--- src/rtl/fetch_unit.sv ---
// Instruction fetch stage: owns the PC, issues in-order imem requests, buffers {pc, instr} for decode.
// Optional performance counters are enabled by defining FETCH_PERF_EN.
module fetch_unit #(
  parameter logic [31:0] RESET_PC   = 32'h0000_0000,
  parameter int          FIFO_DEPTH = 2
) (
  input  logic        clk,
  input  logic        rst,
  output logic        imem_req_valid,
  input  logic        imem_req_ready,
  output logic [31:0] imem_req_addr,
  input  logic        imem_resp_valid,
  input  logic [31:0] imem_resp_data,
  input  logic        redirect_valid,
  input  logic [31:0] redirect_pc,
  output logic        id_valid,
  input  logic        id_ready,
  output logic [31:0] id_instr,
  output logic [31:0] id_pc
`ifdef FETCH_PERF_EN
  ,
  output logic [31:0] perf_fetched,
  output logic [31:0] perf_bubble
`endif
);

  localparam int AW = (FIFO_DEPTH > 1) ? $clog2(FIFO_DEPTH) : 1;
  localparam int CW = $clog2(FIFO_DEPTH) + 1;
  localparam logic [CW:0]   DEPTH_W = (CW+1)'(FIFO_DEPTH);
  localparam logic [CW-1:0] ONE_C   = CW'(1);
  localparam logic [AW-1:0] ONE_P   = AW'(1);

  logic [31:0]   pc;
  logic [31:0]   resp_pc;
  logic [CW-1:0] inflight;
  logic [CW-1:0] drop;
  logic [CW-1:0] count;
  logic [AW-1:0] rd_ptr;
  logic [AW-1:0] wr_ptr;
  logic [31:0]   pc_mem    [FIFO_DEPTH];
  logic [31:0]   instr_mem [FIFO_DEPTH];

  logic [CW:0]   credit_used;
  logic          req_fire;
  logic          resp_live;
  logic          resp_push;
  logic          pop;
  logic [CW-1:0] inflight_after_resp;
  logic [31:0]   redirect_target;

  // Credits cover both buffered entries and requests still in flight, so a response always has room.
  assign credit_used     = {1'b0, inflight} + {1'b0, count};
  assign imem_req_valid  = !rst && !redirect_valid && (credit_used < DEPTH_W);
  assign imem_req_addr   = pc;
  assign req_fire        = imem_req_valid && imem_req_ready;

  // Responses arriving with nothing outstanding are leftovers from before a reset.
  assign resp_live           = imem_resp_valid && (inflight != '0);
  assign resp_push           = resp_live && (drop == '0) && !redirect_valid;
  assign inflight_after_resp = resp_live ? (inflight - ONE_C) : inflight;
  assign redirect_target     = redirect_pc & 32'hFFFF_FFFC;

  assign id_valid = !rst && !redirect_valid && (count != '0);
  assign id_instr = rst ? 32'h0 : instr_mem[rd_ptr];
  assign id_pc    = rst ? 32'h0 : pc_mem[rd_ptr];
  assign pop      = id_valid && id_ready;

  always_ff @(posedge clk) begin
    if (rst) begin
      pc       <= RESET_PC;
      resp_pc  <= RESET_PC;
      inflight <= '0;
      drop     <= '0;
      count    <= '0;
      rd_ptr   <= '0;
      wr_ptr   <= '0;
      for (int i = 0; i < FIFO_DEPTH; i++) begin
        pc_mem[i]    <= 32'h0;
        instr_mem[i] <= 32'h0;
      end
    end else if (redirect_valid) begin
      // Everything still outstanding after this cycle belongs to the old path.
      pc       <= redirect_target;
      resp_pc  <= redirect_target;
      inflight <= inflight_after_resp;
      drop     <= inflight_after_resp;
      count    <= '0;
      rd_ptr   <= '0;
      wr_ptr   <= '0;
    end else begin
      if (req_fire) begin
        pc <= pc + 32'd4;
      end
      inflight <= req_fire ? (inflight_after_resp + ONE_C) : inflight_after_resp;
      if (resp_live && (drop != '0)) begin
        drop <= drop - ONE_C;
      end
      if (resp_push) begin
        pc_mem[wr_ptr]    <= resp_pc;
        instr_mem[wr_ptr] <= imem_resp_data;
        wr_ptr            <= wr_ptr + ONE_P;
        resp_pc           <= resp_pc + 32'd4;
      end
      if (pop) begin
        rd_ptr <= rd_ptr + ONE_P;
      end
      case ({resp_push, pop})
        2'b10:   count <= count + ONE_C;
        2'b01:   count <= count - ONE_C;
        default: count <= count;
      endcase
    end
  end

`ifdef FETCH_PERF_EN
  always_ff @(posedge clk) begin
    if (rst) begin
      perf_fetched <= 32'h0;
      perf_bubble  <= 32'h0;
    end else begin
      if (pop) begin
        perf_fetched <= perf_fetched + 32'd1;
      end
      if (id_ready && !id_valid) begin
        perf_bubble <= perf_bubble + 32'd1;
      end
    end
  end
`else
  // Default build carries no performance counters.
`endif

endmodule

--- config.mk ---
export PLATFORM = sky130hd
export DESIGN_NAME = fetch_unit
export DESIGN_NICKNAME = d
export VERILOG_FILES = /design/src/rtl/fetch_unit.sv
export SDC_FILE = /design/constraint.sdc
export NUM_CORES = 1
export LEC_CHECK = 0
export BUFFER_PORTS_ARGS = -buffer_cell sky130_fd_sc_hd__buf_2
export CAP_MARGIN = 20
export CORE_MARGIN = 2
export CORE_UTILIZATION = 45
export DETAILED_ROUTE_END_ITERATION = 6
export PLACE_DENSITY = 0.66
export SYNTH_ARGS = -nofsm -noshare
export SYNTH_HDL_FRONTEND = slang
export SYNTH_SLANG_ARGS = --single-unit
--- constraint.sdc ---
create_clock -name clk -period 6.8 [get_ports clk]
set_input_delay 0.34 -clock clk [delete_from_list [all_inputs] [get_ports clk]]
set_output_delay 0.34 -clock clk [all_outputs]
set_load 0.02 [all_outputs]
==> impl_results.md, run 1 <==
- Share of layout cells above drive strength 1: 20.7%
- # clock sinks: 193
- Status: complete, no violations
- Die Span Y: 150 um
- Pwr Total: 2.80 mW
- Sw Ratio: 25.6%
- Overflow after GRT: 0
- CP required: 6.88 ns
- DRC Markers: 0
- Synth top area cells: edfxtp_1, dfxtp_1, and2_1
- Vias per inst: 5.39
- Final Non-Filler Cells: 1326
- Die area: 22500 um^2
- Worst hold path class: in2reg
- CP Capture Type: register
- # rows: 53
- First-pass GRT wire length: 34600 um
- Crit start category: register
- Clock skew: 0.0108 ns
- Tcrit/Tclk final: 53.9%
- Clk Latency, worst-skew pair: 0.43 ns
- Nets@finish: 1113
- Antenna violations before repair: 0
- Drt first pass iters: 5
- Sequential Power Share: 49.8%
- Clock root cell: clkbuf_16
- Comb power frac: 13.0%
- Hold buffer count at CTS: 0
- Placed insts: 1293
- Async SR Flop Fraction: 0%
- Clock-pin slew on the worst setup and hold paths: 0.07 ns
- Max-Cap Viols: 0
- I/O pin count: 168
- Gpl congestion: 0.860
- Via count: 7143
- Post-route ant nets: 0
- Initial Util: 45.8%
- Tmin final: 3.66 ns
- Final hold vios: 0
- Synthesized instance count: 913
- CTS tree: yes
- Maximum vdd drop: 0.168 mV
- Clock share of power: 37.2%
- Critical path fanouts, max: 63
- Layout area overhead: 16.5%
- Ys Warns: 0
- Fmax: 273 MHz
- All-Layer GR Usage: 19.7%
- WP data arrival: 3.74 ns
- Worst-case clock buffer depth: 2
- Hold WS: 0.193 ns
- P per Cell Area: 251 nW/um^2
- Core area: 21000 um^2
- Initial DRC count: 477
- Number of setup violations in the final report: 0
- Register area share after synthesis: 53.2%
- DP Wirelength: 14600 um
- Largest net degree at the start of global routing: 64
- # port buffers: 161
- # resized after CTS: 0
- Fill count: 1891
- FF+latch area: 5110 um^2
- Multi-input gate area: 4130 um^2
- Internal Power: 2.08 mW
- Top FF cell, synth: edfxtp_1
- Crit path kind: reg2reg
- Setup bufs post-CTS: 0
- Sw power: 0.718 mW
- Leak: 4.27 nW
- Syn Std Cell Area: 9600 um^2
- Post-synth EDFFs: 124
- CTS H-tree lvls: 4
- Max-slew violations: 0
- Leading area contributor after synthesis: edfxtp_1
- RSZ-0062 raised after global routing: no
- Synth top area share: 38.8%
- Final Core Density: 53.4%
- Setup TNS: 0 ns
- Wire per inst: 16.5 um
- Syn_area_per_cell: 10.5 um^2
- Yosys cell types: 60
- Die X: 150 um
- Vias in the first global route: 6656
- Slew HR: 26.4%
- DRT Wirelength: 21900 um
- TritonCTS Buffers: 17
- Measured slew at the worst slew-check pin: 1.10 ns
- Synth Register Bits: 193
[final timing paths]
| check | cells past startpoint | end | slack, ns | start |
|---|---|---|---|---|
| worst min register to register | 2 | imem_req_addr[31] | 0.51 | imem_req_addr[31] |
| worst max-delay path | 7 | instr_mem[1][28] | 3.14 | inflight[0] |
| worst min-delay path | 2 | instr_mem[1][6] | 0.19 | imem_resp_data[6] |
| worst max register to register | 7 | instr_mem[1][28] | 3.14 | inflight[0] |
[worst max-delay path, cell delays in order (launching register included)]
cell and delay (ns):
dfxtp_1 0.41, inv_1 0.07, ha_1 0.24, and3b_1 0.60, and3_1 0.23, buf_4 0.45, or2_2 0.75, buf_4 0.51
[Yosys cell counts, types with 6 or more instances]
cell,number
and2_1,124
xor2_1,15
o21bai_1,8
or4_1,16
dfxtp_1,69
mux2i_1,63
edfxtp_1,124
nand4_1,29
xnor2_1,14
or2_2,6
or3_1,9
a211oi_1,6
a21boi_0,18
a31oi_1,14
nand3_1,20
nor2_1,87
o21ai_0,9
o31a_1,16
inv_1,26
a21oi_1,27
nor3_1,10
nor4_1,19
and3_1,12
clkbuf_1,51
nand2_1,42
o211ai_1,8
and4_1,7
[cells in the final DEF (no fill, tap or decap), types with 5 or more instances in the layout]
cell type,count
dfxtp_1,68
a31oi_1,14
and3_1,12
ha_1,5
o31a_1,16
a21oi_1,27
buf_4,10
o21bai_1,7
and2_1,124
nand4_1,29
a21boi_0,18
nand3_1,20
or2_2,6
nor2_1,86
nand2_1,42
nor3_1,10
buf_2,160
inv_1,26
o21ai_0,9
xnor2_1,14
clkbuf_16,17
or4_1,16
xor2_1,15
a211oi_1,6
nor4_1,19
or3_1,9
edfxtp_1,124
o211ai_1,8
nor3b_1,5
and4_1,7
mux2i_1,63
[layout make-up]
cell class / count / share of cell area, %
multi-input cells: 628 / 37.0
inverters: 27 / 0.906
well taps: 275 / 3.08
repair buffers: 170 / 7.83
clock inverters: 13 / 1.65
clock buffers: 19 / 3.87
diodes: 1 / 0.0224
flip-flops and latches: 193 / 45.7
[power groups by stage]
stage | Combinational (mW) | Clock [mW] | Sequential [mW]
global route | 0.402 | 1.11 | 1.41
finish | 0.364 | 1.04 | 1.40
floorplan | 0.244 | 0 | 1.42
detailed placement | 0.365 | 0 | 1.42
global placement | 0.359 | 0 | 1.42
CTS | 0.367 | 1.06 | 1.40
[stage by stage]
stage	area (um^2)	worst slack [ns]
2_1_floorplan	9610	2.08
3_3_place_gp	10600	3.20
3_5_place_dp	10600	3.09
4_1_cts	11200	3.06
5_1_grt	11200	2.85
6_report	11200	3.14
[logic make-up (layout without fill, tap and decap cells)]
group | count (synthesis) | after routing | share of synthesized area [%]
AO/OA/AOI/OAI | 120 | 120 | 8.71
other | 1 | 5 | 0.0391
flip-flops | 193 | 193 | 53.2
buffers and inverters | 95 | 229 | 4.04
AND/OR/NAND/NOR | 405 | 405 | 23.8
multiplexers | 64 | 64 | 6.69
adder cells (fa/ha/maj) | 6 | 6 | 0.860
XOR/XNOR | 29 | 29 | 2.65
[flip-flops by register name, indices dropped and copies added, names as in the netlist, named ones only]
register       cells
instr_mem         64
inflight           2
pc_mem            60
count              2
drop               2
imem_req_addr     30
resp_pc           30
wr_ptr             1
rd_ptr             1
[layer usage]
metal  GRT usage (%)  vias up  wire length (um)
met1            27.6     3314             10200
li1                -     3542                 -
met5               0        -                 0
met4            8.30        0               613
met2            29.8      250              9500
met3            3.84       37              1580
Note: power is estimated with default switching activity, not from simulation.
==> inputs of run 2 (changes only) <==
--- a/config.mk
+++ b/config.mk
@@ -10,7 +10,7 @@
 export CORE_MARGIN = 2
 export CORE_UTILIZATION = 45
 export DETAILED_ROUTE_END_ITERATION = 6
-export PLACE_DENSITY = 0.66
+export PLACE_DENSITY = 0.69
 export SYNTH_ARGS = -nofsm -noshare
 export SYNTH_HDL_FRONTEND = slang
 export SYNTH_SLANG_ARGS = --single-unit
==> constraint.sdc (replaced) <==
create_clock -name clk -period 3.1 [get_ports clk]
set_input_delay 0.155 -clock clk [delete_from_list [all_inputs] [get_ports clk]]
set_output_delay 0.155 -clock clk [all_outputs]
set_load 0.02 [all_outputs]
==> impl_results.md, run 2 (same netlist as run 1, synthesis figures left out) <==
- Met3 usage: 3.08%
- Crit path top cell by count: o31a_1
- Most common cell after layout, fill and taps aside: buf_2
- Drt first pass iters: 7
- Initial DRC count: 487
- Share of layout cells above drive strength 1: 21.5%
- DRT Wirelength: 21900 um
- Final hold vios: 0
- Biggest regs: instr_mem: 64 flops, pc_mem: 60 flops
- CTS tree: yes
- CP required: 3.42 ns
- # rows: 53
- All-Layer GR Usage: 19.9%
- Post-route ant nets: 0
- Max-Cap Viols: 0
- Max-slew violations: 0
- Maximum vdd drop: 0.391 mV
- Met2 Resource Use GR: 31.1%
- DP Wirelength: 15100 um
- # clock sinks: 193
- DP Worst Slack: 0.428 ns
- Slew HR: 59.1%
- P per Cell Area: 539 nW/um^2
- TritonCTS Buffers: 17
- Number of setup violations in the final report: 0
- Critical-path cell list: and2_1 -> fa_1 -> nor3b_1 -> nand4_1 -> buf_4 -> o31a_1 -> o31a_1
- Largest register FFs: 64
- Nets@finish: 1123
- Die X: 150 um
- Worst hold path class: in2reg
- Antenna violations before repair: 0
- Worst-case clock buffer depth: 2
- Clock-pin slew on the worst setup and hold paths: 0.08 ns
- Crit start category: register
- Overflow after GRT: 0
- Min setup slack post-route: 0.361 ns
- Status: complete, no violations
- Internal Power: 4.45 mW
- Wire per inst: 16.4 um
- Vias per inst: 5.43
- Vias in the first global route: 6663
- Clock root cell: clkbuf_16
- Leak: 4.33 nW
- Largest net degree at the start of global routing: 63
- WP data arrival: 3.06 ns
- Clk Latency, worst-skew pair: 0.43 ns
- Hold WS: 0.0152 ns
- Crit path kind: reg2reg
- Fmax: 365 MHz
- Sw Ratio: 26.8%
- Tmin final: 2.74 ns
- Initial Util: 45.8%
- Ant diodes: 0
- Clock skew: 0.0110 ns
- Crit-path leading delay family: simple AND/OR/NAND/NOR gates
- RSZ-0062 raised after global routing: no
- CP Buf/Inv Count: 1
- Via count: 7243
- Layout area overhead: 17.6%
- Gpl congestion: 0.851
- DRC Markers: 0
- Critical path fanouts, max: 10
- Clock share of power: 36.1%
- Met1 usage: 28.4%
- CTS H-tree lvls: 4
- Fill count: 1884
- Slowest cell on the critical path: fa_1
- Largest Register: instr_mem
- First-pass GRT wire length: 34900 um
- Sw power: 1.63 mW
- Sequential Power Share: 50.3%
- Core area: 21000 um^2
- Tcrit/Tclk final: 88.4%
- Measured slew at the worst slew-check pin: 0.613 ns
- Largest stage delay on the critical path: 0.50 ns
- Die Span Y: 150 um
- I/O pin count: 168
- CP Capture Type: register
- Die area: 22500 um^2
- Leading cell types in the layout, fill and taps excluded: buf_2, and2_1, edfxtp_1
- Setup TNS: 0 ns
- Comb power frac: 13.6%
- # port buffers: 161
- Top Usage Layer GRT: met2
-- run 2: stage by stage --
| stage | total power [mW] | area [um^2] | cells | utilization (%) |
|---|---|---|---|---|
| floorplan | 3.64 | 9620 | 916 | - |
| global placement | 3.92 | 10700 | 1301 | 50.9 |
| detailed placement | 3.94 | 10700 | 1301 | 50.9 |
| CTS | 6.13 | 11300 | 1335 | 53.9 |
| global route | 6.35 | 11300 | 1335 | 53.9 |
| finish | 6.08 | 11300 | 1335 | 53.9 |
-- run 2: metal layers --
metal	part of all wire (%)	up-vias	wire length (um)
met5	0	-	0
met4	1.7	0	361
met3	7.1	24	1560
met2	45	257	9860
met1	46	3405	10100
li1	-	3557	-
-- run 2: worst paths after layout --
kind,startpoint,endpoint,slack (ns),cells past startpoint
worst min register to register,imem_req_addr[31],imem_req_addr[31],0.50,2
worst max register to register,inflight[0],imem_req_addr[17],0.36,7
worst max-delay path,inflight[0],imem_req_addr[17],0.36,7
worst min-delay path,imem_resp_data[15],instr_mem[0][15],0.02,2
-- run 2: power by group through the flow --
stage / Sequential, mW / Clock [mW] / Combinational [mW]
4_1_cts: 3.06 / 2.24 / 0.832
5_1_grt: 3.08 / 2.35 / 0.918
3_5_place_dp: 3.11 / 0 / 0.827
2_1_floorplan: 3.10 / 0 / 0.540
6_report: 3.06 / 2.20 / 0.827
3_3_place_gp: 3.11 / 0 / 0.814
-- run 2: repair_timing --
item / 4_1_cts / 5_1_grt
hold endpoints to repair: 3 / 0
hold buffers: 2 / 0
setup buffers: 0 / 0
resized for setup: 0 / 0
-- run 2: worst register-to-register path: cells and delay by family (launching register included) --
kind / cells / cell delay [ns]
AO/OA/AOI/OAI: 2 / 0.47
adder cells (fa/ha/maj): 1 / 0.50
buffers and inverters: 1 / 0.30
flip-flops: 1 / 0.41
AND/OR/NAND/NOR: 3 / 0.95
-- run 2: area by class of cell --
type	count	area (um^2)	area share, %
clock buffer	17	425	3.77
multi-input combinational	628	4130	36.6
clock inverter	15	173	1.53
tap	275	344	3.05
inverter	27	101	0.898
timing repair buffer	180	1010	8.91
sequential	193	5110	45.3
==> inputs of run 3 (changes only) <==
--- a/config.mk
+++ b/config.mk
@@ -10,7 +10,7 @@
 export CORE_MARGIN = 2
 export CORE_UTILIZATION = 45
 export DETAILED_ROUTE_END_ITERATION = 6
-export PLACE_DENSITY = 0.69
+export PLACE_DENSITY = 0.66
 export SYNTH_ARGS = -nofsm -noshare
 export SYNTH_HDL_FRONTEND = slang
 export SYNTH_SLANG_ARGS = --single-unit
==> impl_results.md, run 3 (same netlist as run 1, synthesis figures left out) <==
- Leak: 4.34 nW
- Initial DRC count: 438
- Largest register FFs: 64
- CP Capture Type: register
- Clock skew: 0.00940 ns
- Post-route ant nets: 0
- Via count: 7205
- TritonCTS Buffers: 17
- WP data arrival: 3.05 ns
- Fmax: 375 MHz
- Antenna violations before repair: 0
- # resized after CTS: 0
- Crit start category: register
- Layout area overhead: 18.0%
- R2R Path Start: inflight[0]
- DRC Markers: 0
- Die X: 150 um
- Worst hold path class: in2reg
- Core area: 21000 um^2
- Vias in the first global route: 6852
- Tmin final: 2.67 ns
- Tcrit/Tclk final: 86.1%
- DP Wirelength: 15100 um
- Slew HR: 58.2%
- Crit path kind: reg2reg
- Critical path fanouts, max: 10
- Max-Cap Viols: 0
- Biggest regs: instr_mem: 64 flops, pc_mem: 60 flops
- Drt first pass iters: 5
- CTS H-tree lvls: 4
- Status: complete, no violations
- All-Layer GR Usage: 19.9%
- Setup TNS: 0 ns
- # clock sinks: 193
- Slack of the worst reg-to-reg path: 0.43 ns
- Worst r2r path cells: 6
- Vias per inst: 5.40
- Clock root cell: clkbuf_16
- Initial Util: 45.8%
- Hold buffer count at CTS: 2
- Ant diodes: 0
- Nets@finish: 1122
- Final hold vios: 0
- Setup bufs post-CTS: 0
- Measured slew at the worst slew-check pin: 0.626 ns
- Share of layout cells above drive strength 1: 21.3%
- RSZ-0062 raised after global routing: no
- Max-slew violations: 0
- Leading cell types in the layout, fill and taps excluded: buf_2, and2_1, edfxtp_1
- Worst-case clock buffer depth: 2
- CP required: 3.48 ns
- Gpl congestion: 0.836
- Number of setup violations in the final report: 0
- Die area: 22500 um^2
- Wire per inst: 16.7 um
- P per Cell Area: 556 nW/um^2
- Overflow after GRT: 0
- Most common cell after layout, fill and taps aside: buf_2
- # port buffers: 161
- CTS tree: yes
- FF-to-FF End: imem_req_addr[29]
- Largest net degree at the start of global routing: 63
- Die Span Y: 150 um
- Final Core Density: 54.0%
- Maximum vdd drop: 0.340 mV
- I/O pin count: 168
- Clk Latency, worst-skew pair: 0.43 ns
- Crit path from: inflight[0]
- Largest Register: instr_mem
- DRT Wirelength: 22300 um
- CP endpoint: imem_req_addr[29]
- # rows: 53
- Clock-pin slew on the worst setup and hold paths: 0.07 ns
- First-pass GRT wire length: 35000 um
## run 3: cell count changes in the layout (fill, tap and decap cells not counted)
| cell | previous run | this run |
|---|---|---|
| clkinvlp_2 | 0 | 2 |
| inv_6 | 4 | 3 |
| buf_12 | 4 | 3 |
| bufinv_16 | 2 | 5 |
| clkinvlp_4 | 2 | 1 |
| clkinv_1 | 1 | 2 |
| clkinv_4 | 4 | 1 |
| clkinv_2 | 1 | 0 |
## run 3: worst max-delay path, stage by stage, from the launching register on
cell and delay, ns:
dfxtp_1 0.42, and2_1 0.16, fa_1 0.50, nor3b_1 0.31
nand4_1 0.40, or4b_2 0.75, nand3_1 0.08
## run 3: worst min-delay path by stage
stage | from | to | slack, ns | depth (start not counted)
6_report | imem_resp_data[15] | instr_mem[0][15] | 0.01 | 2
2_1_floorplan | redirect_pc[18] | resp_pc[18] | 0.33 | 2
3_5_place_dp | imem_resp_data[9] | instr_mem[1][9] | 0.45 | 2
3_3_place_gp | imem_resp_data[7] | instr_mem[0][7] | 0.44 | 2
5_1_grt | imem_resp_data[16] | instr_mem[0][16] | 0.007 | 2
4_1_cts | imem_resp_data[15] | instr_mem[0][15] | 0.001 | 2
## run 3: cell type report
cell class,instances,area (um^2)
Clock buffer,17,425
Fill cell,1874,9630
Clock inverter,15,229
Multi-Input combinational cell,628,4130
Sequential cell,193,5110
Tap cell,275,344
Inverter,27,101
Timing Repair Buffer,179,986
## run 3: power by group
| group | internal [mW] | switching [mW] | leakage (nW) |
|---|---|---|---|
| Combinational | 0.312 | 0.506 | 2.17 |
| Clock | 1.44 | 0.975 | 0.312 |
| Sequential | 2.92 | 0.136 | 1.86 |
## run 3: routing by layer
metal  up-vias  part of all wire [%]  track usage (%)
met5         -                     0                0
met4         0                   1.5             6.08
met3        24                   6.9             3.23
met2       267                    47             32.7
met1      3353                    45             27.0
li1       3561                     -                -
## run 3: through the flow
stage | power (mW) | area (um^2) | setup WS, ns | hold slack [ns] | cells
floorplan | 3.64 | 9620 | 0.346 | 0.325 | 916
global placement | 3.91 | 10700 | 0.492 | 0.442 | 1300
detailed placement | 3.93 | 10700 | 0.452 | 0.446 | 1300
CTS | 6.34 | 11300 | 0.434 | 0.00128 | 1334
global route | 6.53 | 11300 | 0.275 | 0.00656 | 1334
finish | 6.30 | 11300 | 0.431 | 0.0143 | 1334
